### src/rtl/vic20_xfer_pkg.sv
// vic20_xfer_pkg: shared state type, BASIC pointer addresses and size helper for the PRG transfer path.
package vic20_xfer_pkg;

    typedef enum logic [1:0] {IDLE, FETCH, READY, SERVE} xfer_state_t;

    localparam logic [15:0] ADDR_TXTTAB = 16'h002B;
    localparam logic [15:0] ADDR_VARTAB = 16'h002D;
    localparam logic [15:0] RAM_TOP     = 16'hA000;
    localparam int          PRG_HDR_LEN = 2;

    // File length: header plus RAM[start .. end-1], header only when the program is empty.
    function automatic logic [16:0] prg_size(input logic [15:0] s, input logic [15:0] e);
        return (e > s) ? 17'(PRG_HDR_LEN) + ({1'b0, e} - {1'b0, s}) : 17'(PRG_HDR_LEN);
    endfunction

endpackage

### src/rtl/vic20_mem_rd_seq.sv
// vic20_mem_rd_seq: one-cycle RAM read strobe plus a MEM_LAT-deep valid pipe that flags
// the cycle in which mem_data holds the requested byte.
module vic20_mem_rd_seq #(
    parameter int MEM_LAT = 1
) (
    input  logic        clk_sys,
    input  logic        reset,
    input  logic        req,
    input  logic [15:0] addr,
    output logic [15:0] mem_addr,
    output logic        mem_rd,
    output logic        done
);

    logic [MEM_LAT-1:0] vld;

    assign done = vld[MEM_LAT-1];

    always_ff @(posedge clk_sys) begin
        if (reset) begin
            mem_addr <= '0;
            mem_rd   <= 1'b0;
            vld      <= '0;
        end else begin
            mem_rd <= req;
            if (req)
                mem_addr <= addr;
            vld <= MEM_LAT'({vld, mem_rd});
        end
    end

endmodule

### src/rtl/vic20_prg_saver.sv
// vic20_prg_saver: reads TXTTAB/VARTAB from VIC-20 RAM and serves the BASIC program as a .PRG upload.
// Define VIC20_SAVE_CLAMP_EN to clamp the end pointer to RAM_TOP, matching the loader's limit.
module vic20_prg_saver
    import vic20_xfer_pkg::*;
#(
    parameter int MEM_LAT = 1
) (
    input  logic        clk_sys,
    input  logic        reset,
    input  logic        i_start,
    output logic        o_busy,
    output logic        o_ready,
    output logic [16:0] o_size,
    output logic        o_empty,
    output logic        o_clamped,
    output logic [15:0] mem_addr,
    output logic        mem_rd,
    input  logic [7:0]  mem_data,
    input  logic        ioctl_upload,
    input  logic        ioctl_rd,
    input  logic [24:0] ioctl_addr,
    output logic [7:0]  ioctl_din,
    output logic        o_din_valid
);

    xfer_state_t state;
    logic [1:0]  idx, nidx;
    logic [15:0] start_ptr, end_raw, end_new, req_addr;
    logic [7:0]  end_lo;
    logic        done, req, fetch_go, fetch_next, accept, in_range, serve_go, clamp;

    assign o_busy     = (state == FETCH) || (state == SERVE);
    assign fetch_go   = i_start && ((state == IDLE) || (state == READY));
    assign fetch_next = (state == FETCH) && done && (idx != 2'd3);
    assign accept     = (state == READY) && ioctl_rd && ioctl_upload && !i_start;
    assign in_range   = (ioctl_addr >= 25'd2) && (ioctl_addr < {8'd0, o_size});
    assign serve_go   = accept && in_range;
    assign req        = fetch_go || fetch_next || serve_go;
    assign nidx       = fetch_go ? 2'd0 : idx + 2'd1;
    // Pointer bytes live at $2B..$2E; nidx[1] selects the VARTAB pair.
    assign req_addr   = serve_go ? start_ptr + ioctl_addr[15:0] - 16'd2
                                 : (nidx[1] ? ADDR_VARTAB : ADDR_TXTTAB) + {15'd0, nidx[0]};
    assign end_raw    = {mem_data, end_lo};

`ifdef VIC20_SAVE_CLAMP_EN
    assign clamp   = end_raw > RAM_TOP;
    assign end_new = clamp ? RAM_TOP : end_raw;
`else
    assign clamp   = 1'b0;
    assign end_new = end_raw;
`endif

    vic20_mem_rd_seq #(.MEM_LAT(MEM_LAT)) u_seq (
        .clk_sys  (clk_sys),
        .reset    (reset),
        .req      (req),
        .addr     (req_addr),
        .mem_addr (mem_addr),
        .mem_rd   (mem_rd),
        .done     (done)
    );

    always_ff @(posedge clk_sys) begin
        if (reset) begin
            state       <= IDLE;
            idx         <= '0;
            start_ptr   <= '0;
            end_lo      <= '0;
            o_ready     <= 1'b0;
            o_size      <= '0;
            o_empty     <= 1'b0;
            o_clamped   <= 1'b0;
            ioctl_din   <= '0;
            o_din_valid <= 1'b0;
        end else begin
            o_din_valid <= 1'b0;
            case (state)
                IDLE, READY: begin
                    if (fetch_go) begin
                        state   <= FETCH;
                        idx     <= 2'd0;
                        o_ready <= 1'b0;
                    end else if (serve_go) begin
                        state <= SERVE;
                    end else if (accept) begin
                        ioctl_din   <= (ioctl_addr == 25'd0) ? start_ptr[7:0] :
                                       (ioctl_addr == 25'd1) ? start_ptr[15:8] : 8'h00;
                        o_din_valid <= 1'b1;
                    end
                end
                FETCH: begin
                    if (done) begin
                        idx <= idx + 2'd1;
                        case (idx)
                            2'd0: start_ptr[7:0]  <= mem_data;
                            2'd1: start_ptr[15:8] <= mem_data;
                            2'd2: end_lo          <= mem_data;
                            default: begin
                                state     <= READY;
                                o_ready   <= 1'b1;
                                o_size    <= prg_size(start_ptr, end_new);
                                o_empty   <= !(end_new > start_ptr);
                                o_clamped <= clamp;
                            end
                        endcase
                    end
                end
                default: begin
                    if (done) begin
                        ioctl_din   <= mem_data;
                        o_din_valid <= 1'b1;
                        state       <= READY;
                    end
                end
            endcase
        end
    end

endmodule

### config.mk
export PLATFORM = sky130hd
export DESIGN_NAME = vic20_prg_saver
export DESIGN_NICKNAME = d
export VERILOG_FILES = /design/src/rtl/vic20_xfer_pkg.sv /design/src/rtl/vic20_mem_rd_seq.sv /design/src/rtl/vic20_prg_saver.sv
export SDC_FILE = /design/constraint.sdc
export NUM_CORES = 1
export LEC_CHECK = 0
export ABC_AREA = 0
export BUFFER_PORTS_ARGS = -buffer_cell sky130_fd_sc_hd__buf_4
export CORE_ASPECT_RATIO = 1.2
export CORE_MARGIN = 5
export CORE_UTILIZATION = 45
export DETAILED_ROUTE_END_ITERATION = 10
export PLACE_DENSITY = 0.64
export SLEW_MARGIN = 20
export SYNTH_ARGS = -nofsm -noshare
export SYNTH_HDL_FRONTEND = slang
export SYNTH_SLANG_ARGS = --single-unit
### constraint.sdc
create_clock -name clk_sys -period 5.31 [get_ports clk_sys]
set_input_delay 0.531 -clock clk_sys [delete_from_list [all_inputs] [get_ports clk_sys]]
set_output_delay 0.531 -clock clk_sys [all_outputs]
set_load 0.05 [all_outputs]
* After elaboration in Yosys (flattened, before gate mapping) *
Cells that the tools add are included.

storage, ports and cells
  bits in registers = 74
  output and inout bits = 47
  logic and storage cells = 96

operators by class
  add/sub/neg operators = 6
  order comparisons = 3
  equality and inequality tests = 14
  muxes and demuxes = 29
  bitwise logic cells = 2
  reductions and logical operators = 29

operators by type and width
  kind                                                                                  count
  8-bit 2-to-1 mux                                                                      6
  25-bit by 1-bit equality test with 1-bit output, second input constant                1
  25-bit by 2-bit greater-or-equal comparator with 1-bit output, second input constant  1
  25-bit zero test                                                                      1
  25-bit by 17-bit less-than comparator with 1-bit output                               1
  2-bit by 17-bit adder with 17-bit output, first input constant                        1
  17-bit 2-to-1 mux                                                                     1
  16-bit by 16-bit subtractor with 17-bit output                                        1
  16-bit adder                                                                          1
  16-bit > comparator                                                                   1
  16-bit 2-to-1 mux                                                                     1
  2-bit 2-to-1 mux                                                                      8
  8-bit case mux with 2 select lines                                                    1
  16-bit by 2-bit subtractor with 16-bit output, second input constant                  1
  3-bit AND reduction                                                                   5
  2-bit != test, second input constant                                                  6
  1-bit logical AND                                                                     8
  2-bit case mux with 2 select lines                                                    2
  4-bit AND reduction                                                                   2
  6-bit by 1-bit adder with 7-bit output                                                1
  1-bit 2-to-1 mux                                                                      7
  2-bit equality test, second input constant                                            3
  5-bit AND reduction                                                                   1
  2-bit by 1-bit equality test with 1-bit output, second input constant                 2
  12 further kinds                                                                      20

* Logic depth before layout (Yosys ltp) *
Gate-level depths: netlist of the first run.

  word-level depth = 8
  depth in mapped cells = 13
  gate-level depth less buffers = 13

* By module *
From an unflattened synthesis of the first run, not the netlist that was laid out.

second synthesis, totals
  cells, all modules = 711
  area, all modules = 5774.3 um^2

modules (own cells, without submodules)
  module            times used  cells an instance  area an instance (um^2)  sequential area each (um^2)
  vic20_prg_saver   1           655                5139.9                   1121.1
  vic20_mem_rd_seq  1           56                 634.4                    360.3

* Worst setup path before layout of the first run *
OpenSTA, ideal clock, no wires.

  path kind = register to register
  from = register start_ptr[1]
  to = register o_size[15]
  library setup time = 0.117 ns
  data arrival time = 2.664 ns
  setup slack = 2.529 ns
  cell stages (with the launch flop) = 13
  path buffers = 0
  path through = dfxtp_1 > inv_1 > ha_1 > inv_1 > ha_1 > fa_1 > nand2b_1 > a211oi_1 > o21ai_0 > o22ai_1 > a221oi_1 > xor2_1 > a22o_1

between the ends
  cells in the longest elaborated chain, start to end = 3
  elaborated cells on any way between the ends = 4
  classes of those cells = 2 x add/sub; 1 x order compare; 1 x mux

ends and longest elaborated chain
  element                                         RTL line                source
  start, declared                                 vic20_prg_saver.sv:28   logic [15:0] start_ptr, end_raw, end_new, req_addr;
  start signal, assigned                          vic20_prg_saver.sv:95   2'd0: start_ptr[7:0] <= mem_data;
  16-bit by 16-bit subtractor with 17-bit output  vic20_xfer_pkg.sv:13    return (e > s) ? 17'(PRG_HDR_LEN) + ({1'b0, e} - {1'b0, s}) : 17'(PRG_HDR_LEN);
  2-bit by 17-bit adder with 17-bit output        vic20_xfer_pkg.sv:13
  17-bit 2-to-1 mux *                             vic20_xfer_pkg.sv:13
  end signal, assigned                            vic20_prg_saver.sv:101  o_size <= prg_size(start_ptr, end_new);
  end, declared                                   vic20_prg_saver.sv:13   output logic [16:0] o_size,

Mark *: on every way between the ends. The rest lies on a longest branch, timed or not.
A chain may end at the register's enable or synchronous reset.

* Worst setup path in the final report of the first run *
Ends and elaborated chain as after synthesis.

==> results of run 1 <==
==> synthesized netlist by cell type (3+ instances only) <==
| cell | n | area share, % |
|---|---|---|
| sky130_fd_sc_hd__a211oi_1 | 15 | 2.0 |
| sky130_fd_sc_hd__a211oi_2 | 3 | 0.65 |
| sky130_fd_sc_hd__a21o_1 | 11 | 1.4 |
| sky130_fd_sc_hd__a21oi_1 | 68 | 5.9 |
| sky130_fd_sc_hd__a221oi_1 | 3 | 0.46 |
| sky130_fd_sc_hd__a22o_1 | 3 | 0.46 |
| sky130_fd_sc_hd__a22oi_1 | 8 | 1.0 |
| sky130_fd_sc_hd__a31oi_1 | 6 | 0.65 |
| sky130_fd_sc_hd__and2_1 | 3 | 0.33 |
| sky130_fd_sc_hd__and3_1 | 4 | 0.43 |
| sky130_fd_sc_hd__buf_4 | 3 | 0.39 |
| sky130_fd_sc_hd__clkbuf_1 | 18 | 1.2 |
| sky130_fd_sc_hd__dfxtp_1 | 74 | 26 |
| sky130_fd_sc_hd__fa_1 | 9 | 3.1 |
| sky130_fd_sc_hd__ha_1 | 84 | 18 |
| sky130_fd_sc_hd__inv_1 | 102 | 6.7 |
| sky130_fd_sc_hd__mux2i_1 | 8 | 1.4 |
| sky130_fd_sc_hd__nand2_1 | 82 | 5.3 |
| sky130_fd_sc_hd__nand2b_1 | 9 | 0.98 |
| sky130_fd_sc_hd__nand3_1 | 12 | 1.0 |
| sky130_fd_sc_hd__nand3b_1 | 5 | 0.65 |
| sky130_fd_sc_hd__nand4_1 | 9 | 0.98 |
| sky130_fd_sc_hd__nor2_1 | 75 | 4.9 |
| sky130_fd_sc_hd__nor2b_1 | 5 | 0.54 |
| sky130_fd_sc_hd__nor3_1 | 22 | 1.9 |
| sky130_fd_sc_hd__nor4_1 | 5 | 0.54 |
| sky130_fd_sc_hd__o211ai_1 | 4 | 0.52 |
| sky130_fd_sc_hd__o21a_1 | 5 | 0.65 |
| sky130_fd_sc_hd__o21ai_0 | 14 | 1.2 |
| sky130_fd_sc_hd__o21bai_1 | 3 | 0.39 |
| sky130_fd_sc_hd__o31ai_1 | 4 | 0.52 |
| sky130_fd_sc_hd__or2_2 | 3 | 0.33 |
| sky130_fd_sc_hd__or3_1 | 3 | 0.33 |
| sky130_fd_sc_hd__or4_1 | 3 | 0.39 |
| sky130_fd_sc_hd__xnor2_1 | 16 | 2.4 |
| sky130_fd_sc_hd__xor2_1 | 6 | 0.91 |
==> cell families (layout without fill, tap and decap cells) <==
group / count (synthesis) / count (layout) / synth area share [%]
AO/OA/AOI/OAI: 168 / 168 / 19.5
buffers and inverters: 126 / 203 / 8.70
other: 1 / 1 / 0.0652
XOR/XNOR: 22 / 22 / 3.35
multiplexers: 10 / 10 / 1.78
flip-flops: 74 / 74 / 25.7
adder cells (fa/ha/maj): 93 / 93 / 21.4
AND/OR/NAND/NOR: 245 / 245 / 19.5
==> through the flow <==
| stage | cells | utilization [%] | hold WS (ns) | total power, W | cell area (µm²) |
|---|---|---|---|---|---|
| after floorplan | 739 | - | 0.436 | 0.000789 | 5760 |
| after global placement | 964 | 51.4 | 0.448 | 0.000864 | 6480 |
| after detailed placement | 964 | 51.4 | 0.454 | 0.000870 | 6480 |
| after CTS | 980 | 53.6 | 0.462 | 0.00146 | 6760 |
| after global routing | 980 | 53.7 | 0.489 | 0.00152 | 6770 |
| final | 980 | 53.7 | 0.460 | 0.00145 | 6770 |
==> flip-flops by register name, indices dropped and copies added (netlist names) <==
name	flops
u_seq.mem_addr	16
o_din_valid	1
u_seq.mem_rd	1
o_empty	1
idx	2
start_ptr	16
o_size	17
state	2
u_seq.done	1
end_lo	8
ioctl_din	8
o_ready	1
==> layer usage <==
| layer | track usage (%) | vias up | routed length, µm |
|---|---|---|---|
| met5 | 0 | - | 0 |
| met4 | 7.55 | 0 | 445 |
| met3 | 3.93 | 27 | 774 |
| met2 | 36.7 | 135 | 7950 |
| met1 | 26.4 | 2520 | 6910 |
| li1 | - | 2680 | - |
==> worst register-to-register path, cell delays in order (launching register included) <==
cell and delay [ns]:
sky130_fd_sc_hd__dfxtp_1 0.37, sky130_fd_sc_hd__inv_1 0.10, sky130_fd_sc_hd__ha_1 0.32, sky130_fd_sc_hd__inv_1 0.05
sky130_fd_sc_hd__ha_1 0.23, sky130_fd_sc_hd__fa_1 0.39, sky130_fd_sc_hd__nand2b_1 0.13, sky130_fd_sc_hd__a211oi_1 0.10
sky130_fd_sc_hd__o21ai_0 0.54, sky130_fd_sc_hd__o22ai_1 0.20, sky130_fd_sc_hd__a221oi_1 0.35, sky130_fd_sc_hd__xor2_1 0.10
sky130_fd_sc_hd__a22o_1 0.20
==> power groups by stage <==
| stage | Clock [W] | Combinational, W | Sequential [W] |
|---|---|---|---|
| finish | 0.000584 | 0.000293 | 0.000568 |
| global route | 0.000619 | 0.000327 | 0.000569 |
| CTS | 0.000595 | 0.000292 | 0.000568 |
| detailed placement | 0 | 0.000289 | 0.000581 |
| global placement | 0 | 0.000284 | 0.000580 |
| floorplan | 0 | 0.000199 | 0.000590 |
==> worst min path at each step <==
stage,startpoint,endpoint,slack [ns],depth (start not counted)
2_1_floorplan,end_lo[0],end_lo[0],0.44,2
3_3_place_gp,end_lo[0],end_lo[0],0.45,2
3_5_place_dp,end_lo[0],end_lo[0],0.45,2
4_1_cts,end_lo[0],end_lo[0],0.46,2
5_1_grt,mem_data[6],start_ptr[14],0.49,3
6_report,end_lo[0],end_lo[0],0.46,2
==> area by class of cell <==
cell class	instances	area, µm²
clock inverter	5	37.5
sequential	74	1480
timing repair buffer	85	638
multi-input combinational	539	3780
inverter	102	383
tap	164	205
fill	1223	5840
clock buffer	11	243
==> qor.json, run 1 <==
{
  "run_status": {
    "status": "finished clean"
  },
  "power_and_ir_drop": {
    "switching_portion_of_total_power_pct": 29.7,
    "cell_internal_pwr_w": 0.00102,
    "clkPwrFrac_pct": 40.4,
    "power.net_switching_w": 0.000430,
    "power_density_nw_per_um2": 214,
    "combinationalPowerShare_pct": 20.3,
    "static-leakage-power_nw": 2.93,
    "ir_drop_worst_vdd_v": 0.000130,
    "seqPwrFrac_pct": 39.3
  },
  "global_route": {
    "grt_use_total_pct": 21.3,
    "grt_start_max_net_pins": 73,
    "gr-total-overflow": 0,
    "grt_first_pass_wirelength_um": 25900,
    "initial_antenna_violation_count": 0,
    "grt_pass1_vias": 5180
  },
  "setup_path": {
    "critPathSlowestCell": "sky130_fd_sc_hd__o21ai_0",
    "worst-endpoint-arrival_ns": 3.41,
    "critical-path-top-delay-family": "compound AO/OA/AOI/OAI gates",
    "regToRegStartpoint": "start_ptr[1]",
    "worst_setup_path_start_kind": "flop",
    "worstSetupEndpointType": "flop",
    "worstPathCellList": "inv_1 -> ha_1 -> inv_1 -> ha_1 -> fa_1 -> nand2b_1 -> a211oi_1 -> o21ai_0 -> o22ai_1 -> a221oi_1 -> xor2_1 -> a22o_1",
    "crit_end": "o_size[15]",
    "worstSetupStartpoint": "start_ptr[1]",
    "critical_path_peak_fanout": 5,
    "worstPathBufferInverterCount": 2,
    "rr_endpoint": "o_size[15]",
    "cp_num_cells": 12,
    "worst-r2r-setup-slack_ns": 2.13,
    "timing.reg2reg.worst_path_depth": 12,
    "maximum_single_stage_delay_on_the_critical_path_ns": 0.54,
    "critPathKind": "flop to flop",
    "worstPathRequired_ns": 5.54
  },
  "synth": {
    "avgSynthCellArea_um2": 7.79,
    "ys.flop_type": "sky130_fd_sc_hd__dfxtp_1",
    "post_synth_instance_area_um2": 5760,
    "synth_fp_nets": 870,
    "ys_ff_latch": 74,
    "synth.distinct_cells": 61,
    "ys_async_sr_fraction_pct": 0,
    "synth.yosys.seq_area_share_pct": 25.7,
    "synth_cells": 739,
    "yosys_warnings": 0,
    "synth-edff-count": 0
  },
  "final_layout": {
    "final_layout_size_suffix_gt1_share_pct": 14.1,
    "antenna_cells": 0,
    "nets": 942,
    "area.growth.synth_to_final_pct": 17.6,
    "layout.cells.most_common_list": "102 x sky130_fd_sc_hd__inv_1, 85 x sky130_fd_sc_hd__buf_4, 84 x sky130_fd_sc_hd__ha_1",
    "commonest_non_fill_non_tap_cell_in_the_layout": "sky130_fd_sc_hd__inv_1"
  },
  "die": {
    "die_area_um2": 15200,
    "boundaryPins": 85,
    "start_util_pct": 45.6,
    "overall_die_width_um": 113,
    "core.rowCount": 45,
    "fp.dieH_um": 134,
    "fp.coreArea_um2": 12600
  },
  "sta": {
    "max-slew-margin-rel_pct": 43.0,
    "rsz0062_at_grt": "no",
    "postLayoutSetupSlackWorst_ns": 2.13,
    "min_period_ns": 3.18,
    "achievable-frequency_ghz": 0.314,
    "period_utilization_pct": 59.9,
    "timing.final.setup_violations": 0,
    "slew_violations": 0,
    "worstMarginPinSlew_ns": 0.854,
    "hold_viol": 0,
    "post_route_setup_tns_ns": 0,
    "worst_clock_skew_ns": 0.00676
  },
  "clocking": {
    "cts_repair_resize_count": 0,
    "insertion_delay_ns": 0.34,
    "post_cts_buffers": 0,
    "htree_num_levels": 3,
    "clkSinkCount": 74,
    "cts_root_buf": "sky130_fd_sc_hd__clkbuf_16",
    "tritoncts_buffers": 9,
    "ctsLongestPathBuffers": 2,
    "tritoncts": "built",
    "cts.clk_slew.worst_paths_ns": 0.06,
    "hold_buffers": 0
  },
  "placement": {
    "place_ws_ns": 2.16,
    "placement.io_buffers": 83,
    "hpwl_um": 12900,
    "globalplace.congestion": 0.913
  },
  "detailed_routing": {
    "drtPass1Iterations": 5,
    "wl_per_cell_um": 16.4,
    "first_iter_violations": 231,
    "drcViolationCount": 0,
    "total_routed_length_um": 16100,
    "route.antenna.remaining_nets": 0,
    "viasPerCell": 5.47,
    "vias": 5362
  },
  "job": {
    "timing.max_cap.violations": 0
  },
  "min_path": {
    "worst_hold_path_type": "flop to flop"
  }
}
(Power assumes the default switching activity.)
==> run 2, diff against run 1 <==
- ABC_AREA: 0 -> 1
- clock period: 5.31 -> 3.2 ns (I/O delays scaled with it)
==> qor.json, run 2 <==
{
  "run_status": {
    "status": {"value": "finished clean", "change": "unchanged"}
  },
  "final_layout": {
    "seqCellArea": {"value": 1480, "unit": "µm²", "change": "unchanged"},
    "nets": {"value": 1156, "change": "was 942"},
    "commonest_non_fill_non_tap_cell_in_the_layout": {"value": "sky130_fd_sc_hd__nand2_1", "change": "was sky130_fd_sc_hd__inv_1"},
    "multi_input_gate_area_in_the_final_layout": {"value": 3950, "unit": "µm²", "change": "was 3780 µm²"},
    "final_layout_size_suffix_gt1_share": {"value": 11.5, "unit": "%", "change": "was 14.1%"},
    "biggest_register": {"value": "o_size", "change": "unchanged"},
    "biggestRegsByFlops": {"value": "o_size: 17 flops, start_ptr: 16 flops, u_seq.mem_addr: 16 flops", "change": "unchanged"},
    "area.growth.synth_to_final": {"value": 17.6, "unit": "%", "change": "about the same"},
    "largest_reg_flops": {"value": 17, "change": "unchanged"},
    "layout.cells.most_common_list": {"value": "221 x sky130_fd_sc_hd__nand2_1, 170 x sky130_fd_sc_hd__inv_1, 95 x sky130_fd_sc_hd__nor2_1", "change": "was 102 x sky130_fd_sc_hd__inv_1, 85 x sky130_fd_sc_hd__buf_4, 84 x sky130_fd_sc_hd__ha_1"},
    "final_core_util": {"value": 53.3, "unit": "%", "change": "was 53.7%"},
    "fillCellCount": {"value": 1417, "change": "was 1223"},
    "antenna_cells": {"value": 0, "change": "unchanged"}
  },
  "sta": {
    "min_period": {"value": 2.57, "unit": "ns", "change": "was 3.18 ns"},
    "achievable-frequency": {"value": 0.389, "unit": "GHz", "change": "was 0.314 GHz"},
    "post_route_setup_tns": {"value": 0, "unit": "ns", "change": "unchanged"},
    "hold_viol": {"value": 0, "change": "unchanged"},
    "worst_clock_skew": {"value": 0.00815, "unit": "ns", "change": "was 0.00676 ns"},
    "max-slew-margin-rel": {"value": 29.9, "unit": "%", "change": "was 43.0%"},
    "slew_violations": {"value": 0, "change": "unchanged"},
    "timing.final.setup_violations": {"value": 0, "change": "unchanged"},
    "rsz0062_at_grt": {"value": "no", "change": "unchanged"},
    "period_utilization": {"value": 80.3, "unit": "%", "change": "was 59.9%"},
    "worstMarginPinSlew": {"value": 1.05, "unit": "ns", "change": "was 0.854 ns"}
  },
  "setup_path": {
    "worstPathBufferInverterCount": {"value": 3, "change": "was 2"},
    "critPathKind": {"value": "flop to flop", "change": "unchanged"},
    "worstPathCellList": {"value": "inv_1 -> ha_1 -> inv_1 -> fa_1 -> inv_1 -> nand2_1 -> nor3_1 -> and2_1 -> nand2_1 -> nand3b_1 -> nand2_1 -> nor2_1 -> nand2_1 -> a21oi_1", "change": "was inv_1 -> ha_1 -> inv_1 -> ha_1 -> fa_1 -> nand2b_1 -> a211oi_1 -> o21ai_0 -> o22ai_1 -> a221oi_1 -> xor2_1 -> a22o_1"},
    "worst_setup_path_start_kind": {"value": "flop", "change": "unchanged"},
    "worstPathRequired": {"value": 3.47, "unit": "ns", "change": "was 5.54 ns"},
    "critical_path_peak_fanout": {"value": 5, "change": "unchanged"},
    "critPathSlowestCell": {"value": "sky130_fd_sc_hd__fa_1", "change": "was sky130_fd_sc_hd__o21ai_0"},
    "worst-endpoint-arrival": {"value": 2.84, "unit": "ns", "change": "was 3.41 ns"},
    "cp_num_cells": {"value": 14, "change": "was 12"},
    "maximum_single_stage_delay_on_the_critical_path": {"value": 0.47, "unit": "ns", "change": "was 0.54 ns"},
    "worstSetupEndpointType": {"value": "flop", "change": "unchanged"},
    "critical-path-top-delay-family": {"value": "simple AND/OR/NAND/NOR gates", "change": "was compound AO/OA/AOI/OAI gates"},
    "most_frequent_cp_cell": "sky130_fd_sc_hd__nand2_1",
    "timing.reg2reg.worst_path_depth": {"value": 14, "change": "was 12"}
  },
  "clocking": {
    "insertion_delay": {"value": 0.35, "unit": "ns", "change": "was 0.34 ns"},
    "cts_root_buf": {"value": "sky130_fd_sc_hd__clkbuf_16", "change": "unchanged"},
    "ctsLongestPathBuffers": {"value": 2, "change": "unchanged"},
    "cts_repair_resize_count": {"value": 0, "change": "unchanged"},
    "tritoncts_buffers": {"value": 9, "change": "unchanged"},
    "hold_buffers": {"value": 0, "change": "unchanged"},
    "tritoncts": {"value": "built", "change": "unchanged"},
    "cts.clk_slew.worst_paths": {"value": 0.06, "unit": "ns", "change": "about the same"},
    "htree_num_levels": {"value": 3, "change": "unchanged"},
    "post_cts_buffers": {"value": 0, "change": "unchanged"},
    "clkSinkCount": {"value": 74, "change": "unchanged"}
  },
  "detailed_routing": {
    "wl_per_cell": {"value": 15.0, "unit": "µm", "change": "was 16.4 µm"},
    "first_iter_violations": {"value": 472, "change": "was 231"},
    "drtPass1Iterations": {"value": 7, "change": "was 5"},
    "viasPerCell": {"value": 5.03, "change": "was 5.47"},
    "route.antenna.remaining_nets": {"value": 0, "change": "unchanged"},
    "vias": {"value": 6037, "change": "was 5362"},
    "drcViolationCount": {"value": 0, "change": "unchanged"},
    "total_routed_length": {"value": 18000, "unit": "µm", "change": "was 16100 µm"}
  },
  "synth": {
    "synth_fp_nets": {"value": 1079, "change": "was 870"},
    "synth_common_cells": {"value": "221 x sky130_fd_sc_hd__nand2_1, 170 x sky130_fd_sc_hd__inv_1, 95 x sky130_fd_sc_hd__nor2_1, 84 x sky130_fd_sc_hd__ha_1, 83 x sky130_fd_sc_hd__a21oi_1", "change": "was 102 x sky130_fd_sc_hd__inv_1, 84 x sky130_fd_sc_hd__ha_1, 82 x sky130_fd_sc_hd__nand2_1, 75 x sky130_fd_sc_hd__nor2_1, 74 x sky130_fd_sc_hd__dfxtp_1"},
    "synth.yosys.seq_area_share": {"value": 24.0, "unit": "%", "change": "was 25.7%"},
    "ys_ff_latch": {"value": 74, "change": "unchanged"},
    "avgSynthCellArea": {"value": 6.52, "unit": "µm²", "change": "was 7.79 µm²"},
    "synth.most_common_cell": {"value": "sky130_fd_sc_hd__nand2_1", "change": "was sky130_fd_sc_hd__inv_1"},
    "ys.flop_type": {"value": "sky130_fd_sc_hd__dfxtp_1", "change": "unchanged"},
    "synth.largest_area_cell": {"value": "sky130_fd_sc_hd__dfxtp_1", "change": "unchanged"},
    "synth_cells": {"value": 948, "change": "was 739"},
    "netlist.area_leader.share": {"value": 24.0, "unit": "%", "change": "was 25.7%"},
    "post_synth_instance_area": {"value": 6180, "unit": "µm²", "change": "was 5760 µm²"},
    "synth.distinct_cells": {"value": 39, "change": "was 61"},
    "yosys_warnings": {"value": 0, "change": "unchanged"},
    "synth-edff-count": {"value": 0, "change": "unchanged"},
    "ys_async_sr_fraction": {"value": 0, "unit": "%", "change": "unchanged"},
    "yosys-top-cells-area": {"value": "sky130_fd_sc_hd__dfxtp_1 24%, sky130_fd_sc_hd__ha_1 17%, sky130_fd_sc_hd__nand2_1 13%, sky130_fd_sc_hd__inv_1 10%, sky130_fd_sc_hd__a21oi_1 6.7%", "change": "was sky130_fd_sc_hd__dfxtp_1 26%, sky130_fd_sc_hd__ha_1 18%, sky130_fd_sc_hd__inv_1 6.7%, sky130_fd_sc_hd__a21oi_1 5.9%, sky130_fd_sc_hd__nand2_1 5.3%"}
  },
  "global_route": {
    "grt_first_pass_wirelength": {"value": 29400, "unit": "µm", "change": "was 25900 µm"},
    "gr-total-overflow": {"value": 0, "change": "unchanged"},
    "initial_antenna_violation_count": {"value": 0, "change": "unchanged"},
    "grt_start_max_net_pins": {"value": 39, "change": "was 73"},
    "grt_use_total": {"value": 22.9, "unit": "%", "change": "was 21.3%"},
    "grt_pass1_vias": {"value": 5949, "change": "was 5180"}
  },
  "die": {
    "boundaryPins": {"value": 85, "change": "unchanged"},
    "die_area": {"value": 16200, "unit": "µm²", "change": "was 15200 µm²"},
    "fp.dieH": {"value": 138, "unit": "µm", "change": "was 134 µm"},
    "overall_die_width": {"value": 117, "unit": "µm", "change": "was 113 µm"},
    "start_util": {"value": 45.3, "unit": "%", "change": "was 45.6%"},
    "core.rowCount": {"value": 47, "change": "was 45"},
    "fp.coreArea": {"value": 13600, "unit": "µm²", "change": "was 12600 µm²"}
  },
  "placement": {
    "hpwl": {"value": 14600, "unit": "µm", "change": "was 12900 µm"},
    "globalplace.congestion": {"value": 0.934, "change": "was 0.913"},
    "placement.io_buffers": {"value": 83, "change": "unchanged"}
  },
  "power_and_ir_drop": {
    "ir_drop_worst_vdd": {"value": 0.000348, "unit": "V", "change": "was 0.000130 V"},
    "static-leakage-power": {"value": 3.70, "unit": "nW", "change": "was 2.93 nW"},
    "power_density": {"value": 383, "unit": "nW/µm²", "change": "was 214 nW/µm²"}
  },
  "job": {
    "timing.max_cap.violations": {"value": 0, "change": "unchanged"}
  },
  "min_path": {
    "hold_path_depth": {"value": 3, "change": "was 2"},
    "worst_hold_path_type": {"value": "primary input to flop", "change": "was flop to flop"}
  }
}
## run 2: changes by cell type in the layout (fill, tap and decap cells not counted), moves of 9 or more
cell,before,now
sky130_fd_sc_hd__a211oi_1,15,0
sky130_fd_sc_hd__a21oi_1,68,83
sky130_fd_sc_hd__inv_1,102,170
sky130_fd_sc_hd__nand2_1,82,221
sky130_fd_sc_hd__nand3_1,12,69
sky130_fd_sc_hd__nor2_1,75,95
sky130_fd_sc_hd__nor3_1,22,9
sky130_fd_sc_hd__o21ai_0,14,53
sky130_fd_sc_hd__xnor2_1,16,7
## run 2: cell type report
cell class | count | area share (%)
clock inverter | 6 | 1.24
tap | 171 | 2.94
clock buffer | 10 | 3.29
timing repair buffer | 83 | 8.57
sequential | 74 | 20.4
multi-input combinational | 679 | 54.3
inverter | 178 | 9.23
## run 2: path summary, 6_finish.rpt
path	from	slack (ns)	end
setup / recovery	start_ptr[12]	0.63	o_size[14]
hold / removal	mem_data[6]	0.30	end_lo[6]
setup reg to reg	start_ptr[12]	0.63	o_size[14]
hold reg to reg	u_seq.mem_rd	0.43	u_seq.done
## run 2: where the power goes
part	total (W)	leakage [nW]	switching, W	internal, W
sequential	0.000965	0.599	0.0000222	0.000943
clock	0.00113	0.159	0.000424	0.000705
combinational	0.000687	2.95	0.000442	0.000245
total	0.00278	3.70	0.000888	0.00189
## run 2: cell families after synthesis
family,after synthesis,synth area share [%]
compound gates,148,12.5
xor+xnor,18,2.55
fa+ha+maj,93,19.9
buf+inv,195,12.1
flops,74,24.0
other cells,1,0.0607
simple gates,419,28.9
## run 2: worst reg2reg max path, delay by kind of cell (launching register included)
kind | cells | cell delay (ns)
flops | 1 | 0.31
buf+inv | 3 | 0.35
compound gates | 1 | 0.13
fa+ha+maj | 2 | 0.67
simple gates | 8 | 1.01
## run 2: routing by layer
layer | global-route usage [%] | share of wire (%) | up-vias
li1 | - | - | 3144
met1 | 28.2 | 43 | 2681
met2 | 38.1 | 48 | 173
met3 | 4.20 | 4.6 | 39
met4 | 10.2 | 3.9 | 0
met5 | 0 | 0 | -
## run 2: per-stage QoR
step / cell area (µm²) / std cells / hold WS, ns / total power [W] / setup slack [ns]
after global routing: 7270 / 1201 / 0.290 / 0.00294 / 0.490
after floorplan: 6180 / 948 / 0.445 / 0.00147 / 0.938
after detailed placement: 6940 / 1185 / 0.412 / 0.00166 / 0.730
after global placement: 6940 / 1185 / 0.423 / 0.00166 / 0.728
after CTS: 7270 / 1201 / 0.292 / 0.00279 / 0.702
final: 7270 / 1201 / 0.300 / 0.00278 / 0.632
==> run 3, diff against run 2 <==
- PLACE_DENSITY: 0.64 -> 0.66
- clock period: 3.2 -> 2.07 ns (I/O delays scaled with it)
==> qor.json, run 3 (synthesis results as in run 2) <==
{
  "run_status": {
    "status": {"value": "complete, but fails checks", "change": "was finished clean"},
    "violations_in_the_final_reports": "setup timing"
  },
  "detailed_routing": {
    "route.antenna.remaining_nets": {"value": 0, "change": "unchanged"},
    "met2_wirelength": {"value": 11100, "unit": "µm", "change": "was 8650 µm"},
    "total_routed_length": {"value": 22100, "unit": "µm", "change": "was 18000 µm"},
    "first_iter_violations": {"value": 440, "change": "was 472"},
    "wl_per_cell": {"value": 16.3, "unit": "µm", "change": "was 15.0 µm"},
    "drtPass1Iterations": {"value": 8, "change": "was 7"},
    "met3WireLength": {"value": 1140, "unit": "µm", "change": "was 835 µm"},
    "vias": {"value": 7105, "change": "was 6037"},
    "viasPerCell": {"value": 5.22, "change": "was 5.03"},
    "drcViolationCount": {"value": 0, "change": "unchanged"},
    "dr.max_layer_used": {"value": "met4", "change": "unchanged"},
    "m1WireLength": {"value": 8580, "unit": "µm", "change": "was 7820 µm"}
  },
  "power_and_ir_drop": {
    "ir_drop_worst_vdd": {"value": 0.000463, "unit": "V", "change": "was 0.000348 V"},
    "total_power": {"value": 0.00484, "unit": "W", "change": "was 0.00278 W"},
    "power_density": {"value": 500, "unit": "nW/µm²", "change": "was 383 nW/µm²"},
    "static-leakage-power": {"value": 4.64, "unit": "nW", "change": "was 3.70 nW"}
  },
  "setup_path": {
    "worst-r2r-setup-slack": {"value": -0.18, "unit": "ns", "change": "was 0.63 ns"},
    "worstPathBufferInverterCount": {"value": 3, "change": "unchanged"},
    "critical_path_peak_fanout": {"value": 4, "change": "was 5"},
    "critPathSlowestCell": {"value": "sky130_fd_sc_hd__fa_1", "change": "unchanged"},
    "critical-path-top-delay-family": {"value": "simple AND/OR/NAND/NOR gates", "change": "unchanged"},
    "maximum_single_stage_delay_on_the_critical_path": {"value": 0.50, "unit": "ns", "change": "was 0.47 ns"},
    "worst-endpoint-arrival": {"value": 2.53, "unit": "ns", "change": "was 2.84 ns"},
    "worstSetupEndpointType": {"value": "flop", "change": "unchanged"},
    "worstPathCellList": {"value": "inv_2 -> ha_4 -> inv_1 -> fa_1 -> inv_2 -> nand2_4 -> nor3_4 -> and2_4 -> nand2_2 -> nand3b_1 -> nand2_1 -> nor2_1 -> nand2_1 -> a21oi_1", "change": "was inv_1 -> ha_1 -> inv_1 -> fa_1 -> inv_1 -> nand2_1 -> nor3_1 -> and2_1 -> nand2_1 -> nand3b_1 -> nand2_1 -> nor2_1 -> nand2_1 -> a21oi_1"},
    "critPathKind": {"value": "flop to flop", "change": "unchanged"},
    "worst_setup_path_start_kind": {"value": "flop", "change": "unchanged"},
    "worstPathRequired": {"value": 2.35, "unit": "ns", "change": "was 3.47 ns"}
  },
  "clocking": {
    "tritoncts": {"value": "built", "change": "unchanged"},
    "hold_buffers": {"value": 0, "change": "unchanged"},
    "cts_root_buf": {"value": "sky130_fd_sc_hd__clkbuf_16", "change": "unchanged"},
    "insertion_delay": {"value": 0.36, "unit": "ns", "change": "was 0.35 ns"},
    "tritoncts_buffers": {"value": 9, "change": "unchanged"},
    "cts.clk_slew.worst_paths": {"value": 0.06, "unit": "ns", "change": "about the same"},
    "clkSinkCount": {"value": 74, "change": "unchanged"},
    "ctsLongestPathBuffers": {"value": 2, "change": "unchanged"},
    "htree_num_levels": {"value": 3, "change": "unchanged"}
  },
  "final_layout": {
    "biggest_register": {"value": "o_size", "change": "unchanged"},
    "area.growth.synth_to_final": {"value": 56.5, "unit": "%", "change": "was 17.6%"},
    "nets": {"value": 1315, "change": "was 1156"},
    "commonest_non_fill_non_tap_cell_in_the_layout": {"value": "sky130_fd_sc_hd__buf_4", "change": "was sky130_fd_sc_hd__nand2_1"},
    "biggestRegsByFlops": {"value": "o_size: 17 flops, start_ptr: 16 flops, u_seq.mem_addr: 16 flops", "change": "unchanged"},
    "layout.cells.most_common_list": {"value": "230 x sky130_fd_sc_hd__buf_4, 177 x sky130_fd_sc_hd__nand2_1, 127 x sky130_fd_sc_hd__inv_1", "change": "was 221 x sky130_fd_sc_hd__nand2_1, 170 x sky130_fd_sc_hd__inv_1, 95 x sky130_fd_sc_hd__nor2_1"},
    "final_layout_size_suffix_gt1_share": {"value": 43.2, "unit": "%", "change": "was 11.5%"},
    "antenna_cells": {"value": 0, "change": "unchanged"},
    "largest_reg_flops": {"value": 17, "change": "unchanged"}
  },
  "global_route": {
    "grt_pass1_vias": {"value": 6787, "change": "was 5949"},
    "gr-total-overflow": {"value": 0, "change": "unchanged"},
    "initial_antenna_violation_count": {"value": 0, "change": "unchanged"},
    "grt_start_max_net_pins": {"value": 39, "change": "unchanged"},
    "grt_first_pass_wirelength": {"value": 33000, "unit": "µm", "change": "was 29400 µm"},
    "grt_use_total": {"value": 25.9, "unit": "%", "change": "was 22.9%"}
  },
  "placement": {
    "hpwl": {"value": 15900, "unit": "µm", "change": "was 14600 µm"},
    "placement.io_buffers": {"value": 83, "change": "unchanged"},
    "globalplace.congestion": {"value": 0.969, "change": "was 0.934"}
  },
  "sta": {
    "period_utilization": {"value": 109, "unit": "%", "change": "was 80.3%"},
    "min_period": {"value": 2.25, "unit": "ns", "change": "was 2.57 ns"},
    "slew_violations": {"value": 0, "change": "unchanged"},
    "postLayoutSetupSlackWorst": {"value": -0.183, "unit": "ns", "change": "was 0.632 ns"},
    "hold_ws": {"value": 0.178, "unit": "ns", "change": "was 0.300 ns"},
    "achievable-frequency": {"value": 0.444, "unit": "GHz", "change": "was 0.389 GHz"},
    "worst_clock_skew": {"value": 0.00849, "unit": "ns", "change": "was 0.00815 ns"},
    "timing.final.setup_violations": {"value": 14, "change": "was 0"},
    "rsz0062_at_grt": {"value": "yes", "change": "was no"},
    "hold_viol": {"value": 0, "change": "unchanged"}
  },
  "die": {
    "fp.dieH": {"value": 138, "unit": "µm", "change": "unchanged"},
    "fp.coreArea": {"value": 13600, "unit": "µm²", "change": "unchanged"},
    "overall_die_width": {"value": 117, "unit": "µm", "change": "unchanged"},
    "die_area": {"value": 16200, "unit": "µm²", "change": "unchanged"},
    "start_util": {"value": 45.3, "unit": "%", "change": "unchanged"},
    "boundaryPins": {"value": 85, "change": "unchanged"},
    "core.rowCount": {"value": 47, "change": "unchanged"}
  },
  "job": {
    "timing.max_cap.violations": {"value": 0, "change": "unchanged"}
  },
  "min_path": {
    "worst_hold_path_type": {"value": "primary input to flop", "change": "unchanged"}
  }
}
## run 3: cell types whose count changed in the layout (fill, tap and decap cells not counted), sizes merged
cell,change
bufinv,-1
clkinv,-1
buf,+157
clkbuf,+1
inv,+1
clkinvlp,+1
nand2,+1
## run 3: timing repair
item,CTS,global route
pin swaps,51,75
gates cloned,1,1
buffers inserted,12,14
endpoints found under the setup margin,33,44
resized for setup,155,155
## run 3: power breakdown
| part | total (W) | internal, W | switching, W |
|---|---|---|---|
| clock | 0.00161 | 0.000943 | 0.000669 |
| combinational | 0.00174 | 0.000766 | 0.000976 |
| sequential | 0.00148 | 0.00146 | 0.0000246 |
| total | 0.00484 | 0.00317 | 0.00167 |
## run 3: final timing paths
path                               startpoint         end  depth (start not counted)
worst max-delay path            start_ptr[12]  o_size[14]                         14
worst min-delay path              mem_data[6]   end_lo[6]                          3
worst max register to register  start_ptr[12]  o_size[14]                         14
worst min register to register   u_seq.mem_rd  u_seq.done                          2
## run 3: worst register-to-register path: cells and delay by family (launching register included)
kind                       cells  cell delay (ns)
AOI/OAI and AO/OA              1             0.14
adders and majority gates      2             0.64
buffers and inverters          3             0.27
DFF                            1             0.32
and+or+nand+nor                8             0.81
## run 3: stage by stage
| stage | worst slack [ns] | cells | setup TNS, ns | utilization (%) | cell area, µm² |
|---|---|---|---|---|---|
| 5_1_grt | -0.302 | 1360 | -3.31 | 70.9 | 9670 |
| 3_3_place_gp | -0.276 | 1316 | -3.58 | 58.3 | 7960 |
| 3_5_place_dp | -0.306 | 1316 | -4.02 | 58.3 | 7960 |
| 2_1_floorplan | -0.0277 | 948 | -0.0277 | - | 6210 |
| 4_1_cts | -0.166 | 1345 | -0.902 | 65.6 | 8960 |
| 6_report | -0.183 | 1360 | -1.33 | 70.9 | 9670 |
## run 3: metal layers
metal	GRT usage [%]	vias up
li1	-	3481
met1	31.3	3273
met2	44.1	269
met3	4.46	82
met4	12.1	0
met5	0	-
## run 3: layout make-up
type	count	area, µm²
Clock inverter	5	63.8
Multi-Input combinational cell	680	5090
Sequential cell	74	1520
Inverter	178	691
Timing Repair Buffer	240	1850
Fill cell	1049	3980
Timing Repair inverter	1	7.51
Tap cell	171	214
Clock buffer	11	233
